<file path="src/rtl/alu_pkg.sv">
// Shared definitions for the ALU command sequencer.
// Holds default widths, the unit-select encoding of cmd_fun[3:2],
// the sequencer FSM state type and the one-hot unit enable bundle.
package alu_pkg;

    localparam int unsigned A_WIDTH_DEF   = 16;
    localparam int unsigned B_WIDTH_DEF   = 16;
    localparam int unsigned OUT_WIDTH_DEF = 16;
    localparam int unsigned FUN_W         = 4;
    localparam int unsigned UNIT_W        = 2;

    // Unit select carried in the upper two bits of the function code
    localparam logic [UNIT_W-1:0] UNIT_ARITH = 2'b00;
    localparam logic [UNIT_W-1:0] UNIT_LOGIC = 2'b01;
    localparam logic [UNIT_W-1:0] UNIT_CMP   = 2'b10;
    localparam logic [UNIT_W-1:0] UNIT_SHIFT = 2'b11;

    typedef enum logic [1:0] {
        ST_IDLE    = 2'd0,
        ST_ISSUE   = 2'd1,
        ST_CAPTURE = 2'd2,
        ST_RESP    = 2'd3
    } seq_state_t;

    typedef struct packed {
        logic shift_en;
        logic cmp_en;
        logic logic_en;
        logic arith_en;
    } unit_en_t;

endpackage

</file>
<file path="src/rtl/alu_fun_decode.sv">
// Combinational unit-enable decoder.
// Ports: unit_sel - 2-bit unit select; issue - strobe qualifying the decode;
//        en_c     - one-hot enable bundle, all zero when issue is low.
module alu_fun_decode
    import alu_pkg::*;
(
    input  logic [UNIT_W-1:0] unit_sel,
    input  logic              issue,
    output unit_en_t          en_c
);

    // At most one enable, and only while the strobe is up
    always_comb begin
        en_c = '0;
        if (issue) begin
            case (unit_sel)
                UNIT_ARITH: en_c.arith_en = 1'b1;
                UNIT_LOGIC: en_c.logic_en = 1'b1;
                UNIT_CMP:   en_c.cmp_en   = 1'b1;
                UNIT_SHIFT: en_c.shift_en = 1'b1;
                default:    en_c = '0;
            endcase
        end
    end

endmodule

</file>
<file path="src/rtl/alu_cmd_sequencer.sv">
// ALU command sequencer: accepts one command, broadcasts registered operands
// and function code to four ALU units, pulses the selected unit's enable for
// one cycle, captures that unit's registered result and flag, and holds the
// response until it is consumed.
// Ports:
//   clk, rst                     - clock, async active-low reset
//   cmd_valid/cmd_ready          - command handshake; cmd_fun, cmd_a, cmd_b payload
//   A, B, ALU_FUN                - registered operands / function to all units
//   *_Enable                     - one-hot unit enables (registered)
//   *_OUT, *_Flag                - unit results and flags
//   rsp_valid/rsp_ready          - response handshake; rsp_data, rsp_unit, rsp_flag payload
// Build option: define ALU_SEQ_BACK2BACK_EN to let RESP hand off and accept
// the next command in the same cycle (RESP -> ISSUE).
module alu_cmd_sequencer
    import alu_pkg::*;
#(
    parameter int unsigned A_WIDTH   = A_WIDTH_DEF,
    parameter int unsigned B_WIDTH   = B_WIDTH_DEF,
    parameter int unsigned OUT_WIDTH = OUT_WIDTH_DEF
) (
    input  logic                 clk,
    input  logic                 rst,
    input  logic                 cmd_valid,
    output logic                 cmd_ready,
    input  logic [FUN_W-1:0]     cmd_fun,
    input  logic [A_WIDTH-1:0]   cmd_a,
    input  logic [B_WIDTH-1:0]   cmd_b,
    output logic [A_WIDTH-1:0]   A,
    output logic [B_WIDTH-1:0]   B,
    output logic [FUN_W-1:0]     ALU_FUN,
    output logic                 ARITH_Enable,
    output logic                 LOGIC_Enable,
    output logic                 CMP_Enable,
    output logic                 SHIFT_Enable,
    input  logic [OUT_WIDTH-1:0] ARITH_OUT,
    input  logic [OUT_WIDTH-1:0] LOGIC_OUT,
    input  logic [OUT_WIDTH-1:0] CMP_OUT,
    input  logic [OUT_WIDTH-1:0] SHIFT_OUT,
    input  logic                 ARITH_Flag,
    input  logic                 LOGIC_Flag,
    input  logic                 CMP_Flag,
    input  logic                 SHIFT_Flag,
    output logic                 rsp_valid,
    input  logic                 rsp_ready,
    output logic [OUT_WIDTH-1:0] rsp_data,
    output logic [UNIT_W-1:0]    rsp_unit,
    output logic                 rsp_flag
);

    seq_state_t            state;
    unit_en_t              dec_en_c;
    unit_en_t              en_q;
    logic                  accept_c;
    logic [OUT_WIDTH-1:0]  sel_out_c;
    logic                  sel_flag_c;

    // Ready is gated by rst so it reads 0 throughout reset and 1 in the
    // very first cycle after release.
`ifdef ALU_SEQ_BACK2BACK_EN
    assign cmd_ready = rst & ((state == ST_IDLE) | ((state == ST_RESP) & rsp_ready));
`else
    assign cmd_ready = rst & (state == ST_IDLE);
`endif

    assign accept_c = cmd_valid & cmd_ready;

    // Enables are decoded from the incoming command and registered on accept,
    // so they are high exactly during ISSUE.
    alu_fun_decode u_decode (
        .unit_sel (cmd_fun[FUN_W-1 -: UNIT_W]),
        .issue    (accept_c),
        .en_c     (dec_en_c)
    );

    assign ARITH_Enable = en_q.arith_en;
    assign LOGIC_Enable = en_q.logic_en;
    assign CMP_Enable   = en_q.cmp_en;
    assign SHIFT_Enable = en_q.shift_en;

    // Result/flag select for the unit that was issued
    always_comb begin
        sel_out_c  = ARITH_OUT;
        sel_flag_c = ARITH_Flag;
        case (ALU_FUN[FUN_W-1 -: UNIT_W])
            UNIT_ARITH: begin sel_out_c = ARITH_OUT; sel_flag_c = ARITH_Flag; end
            UNIT_LOGIC: begin sel_out_c = LOGIC_OUT; sel_flag_c = LOGIC_Flag; end
            UNIT_CMP:   begin sel_out_c = CMP_OUT;   sel_flag_c = CMP_Flag;   end
            UNIT_SHIFT: begin sel_out_c = SHIFT_OUT; sel_flag_c = SHIFT_Flag; end
            default:    begin sel_out_c = ARITH_OUT; sel_flag_c = ARITH_Flag; end
        endcase
    end

    // Sequencer FSM with registered outputs
    always_ff @(posedge clk or negedge rst) begin
        if (!rst) begin
            state     <= ST_IDLE;
            A         <= '0;
            B         <= '0;
            ALU_FUN   <= '0;
            en_q      <= '0;
            rsp_valid <= 1'b0;
            rsp_data  <= '0;
            rsp_unit  <= '0;
            rsp_flag  <= 1'b0;
        end else begin
            en_q <= dec_en_c;
            case (state)
                ST_IDLE: begin
                    if (accept_c) begin
                        A       <= cmd_a;
                        B       <= cmd_b;
                        ALU_FUN <= cmd_fun;
                        state   <= ST_ISSUE;
                    end
                end
                ST_ISSUE: begin
                    state <= ST_CAPTURE;
                end
                ST_CAPTURE: begin
                    // Unit output registered at the end of ISSUE is valid now
                    rsp_data  <= sel_out_c;
                    rsp_flag  <= sel_flag_c;
                    rsp_unit  <= ALU_FUN[FUN_W-1 -: UNIT_W];
                    rsp_valid <= 1'b1;
                    state     <= ST_RESP;
                end
                ST_RESP: begin
                    if (rsp_ready) begin
                        rsp_valid <= 1'b0;
                        state     <= ST_IDLE;
`ifdef ALU_SEQ_BACK2BACK_EN
                        if (accept_c) begin
                            A       <= cmd_a;
                            B       <= cmd_b;
                            ALU_FUN <= cmd_fun;
                            state   <= ST_ISSUE;
                        end
`endif
                    end
                end
                default: state <= ST_IDLE;
            endcase
        end
    end

endmodule

</file>
<file path="config.mk">
export PLATFORM = sky130hd
export DESIGN_NAME = alu_cmd_sequencer
export DESIGN_NICKNAME = d
export VERILOG_FILES = /design/src/rtl/alu_pkg.sv /design/src/rtl/alu_fun_decode.sv /design/src/rtl/alu_cmd_sequencer.sv
export SDC_FILE = /design/constraint.sdc
export NUM_CORES = 1
export LEC_CHECK = 0
export CAP_MARGIN = 20
export CORE_MARGIN = 3
export CORE_UTILIZATION = 30
export CTS_BUF_LIST = sky130_fd_sc_hd__clkbuf_8
export CTS_CLUSTER_DIAMETER = 200
export DETAILED_ROUTE_END_ITERATION = 8
export PLACE_DENSITY = 0.68
export REMOVE_ABC_BUFFERS = 1
export SKIP_CTS_REPAIR_TIMING = 1
export SYNTH_ARGS = -nofsm -noshare
export SYNTH_HDL_FRONTEND = slang
export SYNTH_SLANG_ARGS = --single-unit
</file>
<file path="constraint.sdc">
create_clock -name clk -period 2.15 [get_ports clk]
set_clock_uncertainty 0.1 [all_clocks]
set_input_delay 0.43 -clock clk [delete_from_list [all_inputs] [get_ports clk]]
set_output_delay 0.43 -clock clk [all_outputs]
set_load 0.05 [all_outputs]
</file>
==> results.toml <==
[run]
cap_viol_max_count = 0

[layout]
drive_gt1_share_pct = 21.8
final_common_cell = "clkdlybuf4s50_1"
fillers = 901
stdcell_count = 536
syn2layout_area_growth_pct = 65.6
diodes = 0
seq_area_sq_um = 1550
final_cell_mix = "clkdlybuf4s50_1 (163), dfrtp_1 (61), mux2_4 (28)"
multi_input_area_sq_um = 1260
nNetsFinal = 509

[synth]
synth_warnings = 0
yosysSeqAreaShare_pct = 51.2
synth_cell_type_count = 26
synth.avg_cell_area_sq_um = 13.6
synth_top_area_share_pct = 51.2
netlist_instances = 223
syn-cell-area_sq_um = 3030
yosysTopAreaCell = "dfrtp_1"
synth-seq-cells = 62
synth.area.top_cells = "dfrtp_1 (51%), mux2_4 (14%), mux2_2 (9.7%)"

[setup_path]
cp_slowest_cell = "clkdlybuf4s50_1"
startpoint_type = "register"
crit_family = "buffers and inverters"
end_kind = "primary output"
crit_buf_inv = 1
critPathKind = "register to primary output"
cp.depth = 1
rrSetupSlack_ns = 0.33
worst-path-max-fanout = 2
rr_worst_depth = 5
cp.required_ns = 1.62
crit_chain = "clkdlybuf4s50_1"
critical_path_arrival_ns = 1.53
slowest_delay_ns = 0.83

[drt]
drc = 0
wire_per_inst_um = 15.7
first_pass_iters = 4
wl_met2_um = 4480
routed_wl_um = 8420
highest_layer = "met4"
viasPerCell = 4.48
ant_nets = 0
detail_route.iter0.violations = 92
met3_length_um = 471
wl_met1_um = 3410
via_count = 2403

[cts]
root_buffer = "clkbuf_8"
cts_tree = "built"
clock_latency_ns = 0.33
clk_pin_slew_ns = 0.08
cts_buffer_depth = 2
cts_buffers = 9
cts_htree_levels = 3
cts_sinks = 62

[power]
switchingPower_mw = 3.73
power.share.sequential_pct = 25.6
p_comb_share_pct = 63.1
pwr-share-clk_pct = 11.3
internal_power_mw = 4.23
peakVddDrop_uv = 722
power_leakage_nw = 2.16
p_per_area_nw_per_um2 = 1580
p_sw_share_pct = 46.9

[grt]
grt_overflow_total = 0
grt_first_pass_wirelength_um = 13000
antenna_found_initial = 0
grt_max_degree = 52
grt_pass1_vias = 2482
grt_use_total_pct = 14.7

[sta]
max_freq_mhz = 486
tightest_slew_ns = 0.659
period_share_pct = 95.7
whs_ns = 0.171
post-route-min-period_ns = 2.06
rsz0062_at_grt = "false"
setup_viol = 0
final_hold_viol_count = 0
drv_slew = 0
max_slew_margin_pct = 56.1

[die]
core_area_sq_um = 9820
start_util_pct = 30.9
rows = 36
die_area_sq_um = 11400
die_y_um = 107
ios = 169
fp.dieW_um = 107

[place]
dp_hpwl_um = 6330
place_congestion = 0.735
dp.cells = 519
numPortBuffers = 168

[hold_path]
min_path_type = "input port to asynchronous set/reset pin"

[run_status]
status = "completed"
==> Yosys cell counts (all sizes together) <==
library cell,number
inv,21
nor3,1
a21oi,1
nor2,2
and2,1
nand2,22
buf,12
o32a,1
and3,2
o21ai,1
nor3b,1
ha,3
mux2,54
o22ai,1
o221ai,17
mux2i,17
clkbuf,1
nor2b,2
nand3,1
dfrtp,62
==> logic make-up after synthesis <==
logic type	after synthesis	share of synthesized area, %
flops	62	51.2
simple gates	32	4.58
buf+inv	34	7.30
mux	71	29.1
compound gates	21	6.60
fa+ha+maj	3	1.24
==> flip-flops by register name (all words and copies together), names as in the netlist <==
| signal | cells |
|---|---|
| A | 16 |
| B | 16 |
| rsp_data | 16 |
| ALU_FUN | 4 |
| rsp_unit | 2 |
| state | 2 |
| ARITH_Enable | 1 |
| CMP_Enable | 1 |
| LOGIC_Enable | 1 |
| SHIFT_Enable | 1 |
| rsp_flag | 1 |
| rsp_valid | 1 |
==> metal layers <==
| metal | vias to the layer above | track usage (%) |
|---|---|---|
| met2 | 72 | 25.8 |
| met5 | - | 0 |
| li1 | 1137 | - |
| met3 | 7 | 4.43 |
| met1 | 1187 | 17.4 |
| met4 | 0 | 4.29 |
==> area by class of cell <==
| class | instances | share of cell area, % |
|---|---|---|
| well taps | 133 | 3.31 |
| inverters | 21 | 1.57 |
| flip-flops and latches | 62 | 30.9 |
| repair buffers | 177 | 35.7 |
| clock inverters | 7 | 0.971 |
| multi-input cells | 127 | 25.1 |
| clock buffers | 9 | 2.47 |
==> path summary, 6_finish.rpt <==
kind / to / from
hold / removal: rsp_data[2]$_DFFE_PN0P_ / rst
min in group clk: B[5]$_DFFE_PN0P_ / B[5]$_DFFE_PN0P_
setup / recovery: A[2] / A[2]$_DFFE_PN0P_
hold reg to reg: B[5]$_DFFE_PN0P_ / B[5]$_DFFE_PN0P_
setup reg to reg: A[7]$_DFFE_PN0P_ / state[0]$_DFFE_PN0P_
max in group asynchronous: ALU_FUN[2]$_DFFE_PN0P_ / rst
==> power groups by stage <==
stage / clock, mW / combinational, mW / sequential, mW
after detailed placement: 0 / 5.08 / 2.06
final: 0.896 / 5.02 / 2.04
after floorplan: 0 / 1.39 / 3.98
after CTS: 0.953 / 5.09 / 2.05
after global placement: 0 / 5.01 / 2.05
after global routing: 1.00 / 5.25 / 2.12
==> through the flow <==
step / area [sq um] / setup WS (ns) / power (mW) / utilization, % / setup TNS [ns]
after floorplan: 2890 / -0.461 / 5.38 / - / -16.92
after global placement: 4840 / 0.138 / 7.06 / 49.3 / 0
after detailed placement: 4840 / 0.0836 / 7.14 / 49.3 / 0
after CTS: 5010 / 0.0140 / 8.09 / 51.0 / 0
after global routing: 5020 / 0.0206 / 8.38 / 51.2 / 0
final: 5020 / 0.0915 / 7.96 / 51.2 / 0
No activity file was read; power rests on OpenSTA's default activity.
==> variant 1, RTL diff (config.mk and constraints unchanged) <==
Add a define of `ALU_SEQ_BACK2BACK_EN`.
--- a/src/rtl/alu_cmd_sequencer.sv
+++ b/src/rtl/alu_cmd_sequencer.sv
@@ -13,2 +13,4 @@
 // the next command in the same cycle (RESP -> ISSUE).
+`define ALU_SEQ_BACK2BACK_EN
+
 module alu_cmd_sequencer
Function: changed (Yosys sat finds a counterexample within 4 cycles, from zero or initial values and one cycle with rst low).
==> variant 1 against the original RTL <==
Routed wire length down 3.1%; highest routed layer unchanged; design area down 0.32%; die area down 3.9%; synthesized area down 4.2%; maximum frequency down 1.0%; sequential cell count unchanged; via count down 0.21%; setup slack worse by 0.021 ns; power up 1.9%; final cell count down 0.19%.
==> variant 1: results (changes against the original RTL) <==
[setup_path]
cpPeakStageDelay_ns=0.57  ; was 0.83 ns
crit_slowest_cell=dlygate4sd3_1  ; was clkdlybuf4s50_1
critPathArrivalTime_ns=1.55  ; was 1.53 ns
cp_top_family=buffers and inverters  ; unchanged
path_max_fanout=5  ; was 2

[power_and_ir_drop]
irDropWorstVdd_uv=668.4  ; was 721.6 µV
p_leak_nw=2.089  ; was 2.164 nW

[detailed_routing]
drt_iter0_markers=35  ; was 92
wl_met1_mm=3.325  ; was 3.407 mm
highest_layer=met4  ; unchanged
wl_met3_um=445  ; was 471 µm
via_per_inst=4.482  ; was 4.483
route.met2.wl_mm=4.308  ; was 4.477 mm
dr.pass1.iters=5  ; was 4
postRouteWirelength_mm=8.163  ; was 8.424 mm

[yosys]
synth_cell_types=24  ; was 26
ys_seq_area_frac=0.5338  ; was 0.5116
netlist_top_cells_count=dfrtp_1, mux2_2, inv_1  ; was dfrtp_1, mux2_4, mux2_2
synthTopCellsByArea=dfrtp_1, mux2_2, mux2i_1  ; was dfrtp_1, mux2_4, mux2_2
ys_async_sr_fraction=1.000  ; unchanged
ys_warn_count=0  ; unchanged

[sta]
tightestPinTransition_ns=0.7754  ; was 0.6591 ns

[global_routing]
grt_pass1_vias=2549  ; was 2482
antenna_found_initial=0  ; unchanged
grtUsageTotal=0.1530  ; was 0.1475
grt_pass1_wl_mm=13.23  ; was 12.98 mm
grt_max_degree=62  ; was 52

[layout]
drive_above_1_share=0.2069  ; was 0.2184
reg_top3=A: 16 flops, B: 16 flops, rsp_data: 16 flops  ; unchanged
nNetsFinal=513  ; was 509
antenna_cells=0  ; unchanged

[cts]
numCtsBuffers=9  ; unchanged
root_buffer=clkbuf_8  ; unchanged
cts.clk_slew.worst_paths_ns=0.08  ; about the same
clockBufferDepth=2  ; unchanged
h-tree-depth=3  ; unchanged
clock_latency_ns=0.33  ; about the same

[place]
globalplace.congestion=0.7485  ; was 0.7346
dp_hpwl_mm=6.145  ; was 6.329 mm
placed_area_um2=4760  ; was 4838 µm²
numPortBuffers=168  ; unchanged

[outcome]
status=finished clean  ; unchanged

[worst_hold_path]
min_path_type=reg -> reg  ; was in -> async

==> variant 1: changes by cell type in the layout (fill, tap and decap cells not counted), sizes merged, moves of 2 or more <==
cell	change
nor2	+2
nor4b	+2
and3	-2
nand2	-3
clkinv	-5
bufinv	+2
a21boi	+2
==> variant 1: cell families (layout without fill, tap and decap cells) <==
| logic type | count (synthesis) | count (layout) | synth area share |
|---|---|---|---|
| mux | 73 | 73 | 0.2751 |
| flops | 62 | 62 | 0.5338 |
| buf+inv | 33 | 213 | 0.05510 |
| simple gates | 30 | 30 | 0.05037 |
| compound gates | 24 | 24 | 0.06844 |
| fa+ha+maj | 4 | 4 | 0.01722 |
==> variant 1: cell type report <==
type / instances / area (µm²)
Clock inverter: 6 / 92.59
Sequential cell: 62 / 1553
Timing Repair Buffer: 176 / 1784
Clock buffer: 10 / 137.6
Fill cell: 847 / 4320
Multi-Input combinational cell: 131 / 1200
Tap cell: 129 / 161.4
Inverter: 21 / 78.83
==> variant 1: report_power, final <==
| part | total (W) | switching, W | internal (W) |
|---|---|---|---|
| combinational | 0.00488 | 0.00293 | 0.00195 |
| sequential | 0.00205 | 0.000324 | 0.00173 |
| clock | 0.00117 | 0.000482 | 0.000692 |
==> variant 1: path summary, 6_finish.rpt <==
kind                           from          to  slack (ns)  cells after the start
min in group asynchronous       rst   rsp_valid        0.41                      2
max reg2reg                state[0]       B[10]        0.34                      6
max in group asynchronous       rst  ALU_FUN[2]        0.55                      3
min reg2reg                   B[13]       B[13]        0.40                      1
max                             rst   cmd_ready        0.07                      4
min                           B[13]       B[13]        0.40                      1
==> variant 1: routing by layer <==
layer  vias to the layer above  global-route usage
met3                         8             0.03786
met1                      1161              0.1846
met5                         -                   0
met4                         0             0.05128
li1                       1151                   -
met2                        78              0.2657
==> variant 1: through the flow <==
stage | instances | hold WS (ns) | worst slack, ns | util
floorplan | 214 | 0.03441 | -0.1263 | -
global placement | 518 | 0.1417 | 0.1263 | 0.5103
detailed placement | 518 | 0.1407 | 0.09528 | 0.5103
CTS | 534 | -0.2295 | 0.007090 | 0.5349
global route | 535 | 0.3894 | 0.01105 | 0.5368
finish | 535 | 0.3991 | 0.07078 | 0.5368
==> variant 2, RTL diff (same settings) <==
Without the edit above. Make the reset (`rst`) synchronous in one clocked block. Comments in the files are not updated.
--- a/src/rtl/alu_cmd_sequencer.sv
+++ b/src/rtl/alu_cmd_sequencer.sv
@@ -93,3 +93,3 @@
     // Sequencer FSM with registered outputs
-    always_ff @(posedge clk or negedge rst) begin
+    always_ff @(posedge clk) begin
         if (!rst) begin
Behaviour: differs if rst is asserted again (counterexample within 4 cycles, from zero or initial values and one cycle with rst low); with rst held inactive, the same outputs for 10 cycles.
==> variant 2 against the original RTL <==
Highest routed layer unchanged; sequential cell count is the same; design area shrank 7.1%; routed wire length grew 0.84%; register-to-register slack gained 0.21 ns; synthesized area shrank 13%; critical path type unchanged; setup slack gained 0.0095 ns; critical endpoint is now B[12].
Power is not compared: it rests on default switching activity, and its combinational part moved more than twofold at a synthesized area within 25%.
==> variant 2: results (changes against the original RTL) <==
[outcome]
status=finished clean  ; unchanged

[sta]
tightestPinTransition_ns=0.5445  ; was 0.6591 ns

[layout]
nNetsFinal=550  ; was 509
final_cells=549  ; was 536
drive_above_1_share=0.09459  ; was 0.2184

[place]
dp.cells=533  ; was 519
dp_hpwl_mm=6.587  ; was 6.329 mm
dp_slack_ns=0.1606  ; was 0.08361 ns
placed_area_um2=4467  ; was 4838 µm²
globalplace.congestion=0.7434  ; was 0.7346

[setup_path]
worstReg2RegStart=ALU_FUN[2]  ; was state[0]
r2r_setup_slack_ns=0.54  ; was 0.33 ns
reg2reg_to=rsp_data[1]  ; was A[7]

[yosys]
synth_cell_types=24  ; was 26
ys.flop_type=dfxtp_1  ; was dfrtp_1
ys_seq_area_frac=0.4717  ; was 0.5116
synthTopCellsByArea=dfxtp_1, nand2_1, mux4_1  ; was dfrtp_1, mux2_4, mux2_2
ys_async_sr_fraction=0  ; was 1.000
synth.avg_cell_area_um2=9.782  ; was 13.60 µm²

[global_routing]
grt_pass1_vias=2590  ; was 2482
grtUsageTotal=0.1683  ; was 0.1475
grt_pass1_wl_mm=13.03  ; was 12.98 mm
grt_max_degree=34  ; was 52

[detailed_routing]
drt_iter0_markers=63  ; was 92
num_vias=2543  ; was 2403

[worst_hold_path]
min_path_type=reg -> reg  ; was in -> async

variant 2: cell families after synthesis:
group / count (synthesis) / synth area share
AOI/OAI and AO/OA: 7 / 0.01522
and+or+nand+nor: 138 / 0.2230
muxes: 36 / 0.2306
adders and majority gates: 3 / 0.01427
DFF: 62 / 0.4717
buffers and inverters: 23 / 0.04518
variant 2: tightest hold or removal path: stages (launching register included):
cell	delay [ns]
dfxtp_1	0.31
nand3_1	0.06
nand2_1	0.05
variant 2: worst max path at each step:
stage / to / slack [ns] / cells after the start
final: B[12] / 0.10 / 1
after global routing: B[9] / 0.04 / 1
after CTS: B[12] / 0.06 / 1
after detailed placement: cmd_ready / 0.16 / 3
after global placement: cmd_ready / 0.14 / 3
after floorplan: rsp_data[0] / -0.07 / 3
variant 2: cell type report:
type	instances	area [µm²]
well taps	105	131.4
flip-flops and latches	62	1241
clock inverters	6	61.31
clock buffers	10	137.6
multi-input cells	184	1271
repair buffers	179	1812
inverters	3	11.26
fillers	748	3716
variant 2: power breakdown:
group          internal, W  total, W  switching [W]
sequential         0.00140   0.00153       0.000130
combinational     0.000917   0.00229        0.00137
clock             0.000562   0.00101       0.000453
total              0.00287   0.00483        0.00195
variant 2: metal layers:
layer	share of wire	GRT usage	vias up
met5	0	0	-
li1	-	-	1263
met4	0.0085	0.04727	0
met3	0.11	0.07994	7
met2	0.46	0.2913	124
met1	0.41	0.1838	1149
variant 2: stage by stage:
step	hold WS, ns	power (W)
finish	0.3533	0.004827
global route	0.3784	0.005097
CTS	0.3581	0.004896
detailed placement	0.3459	0.003862
global placement	0.3415	0.003837
floorplan	0.3866	0.002943
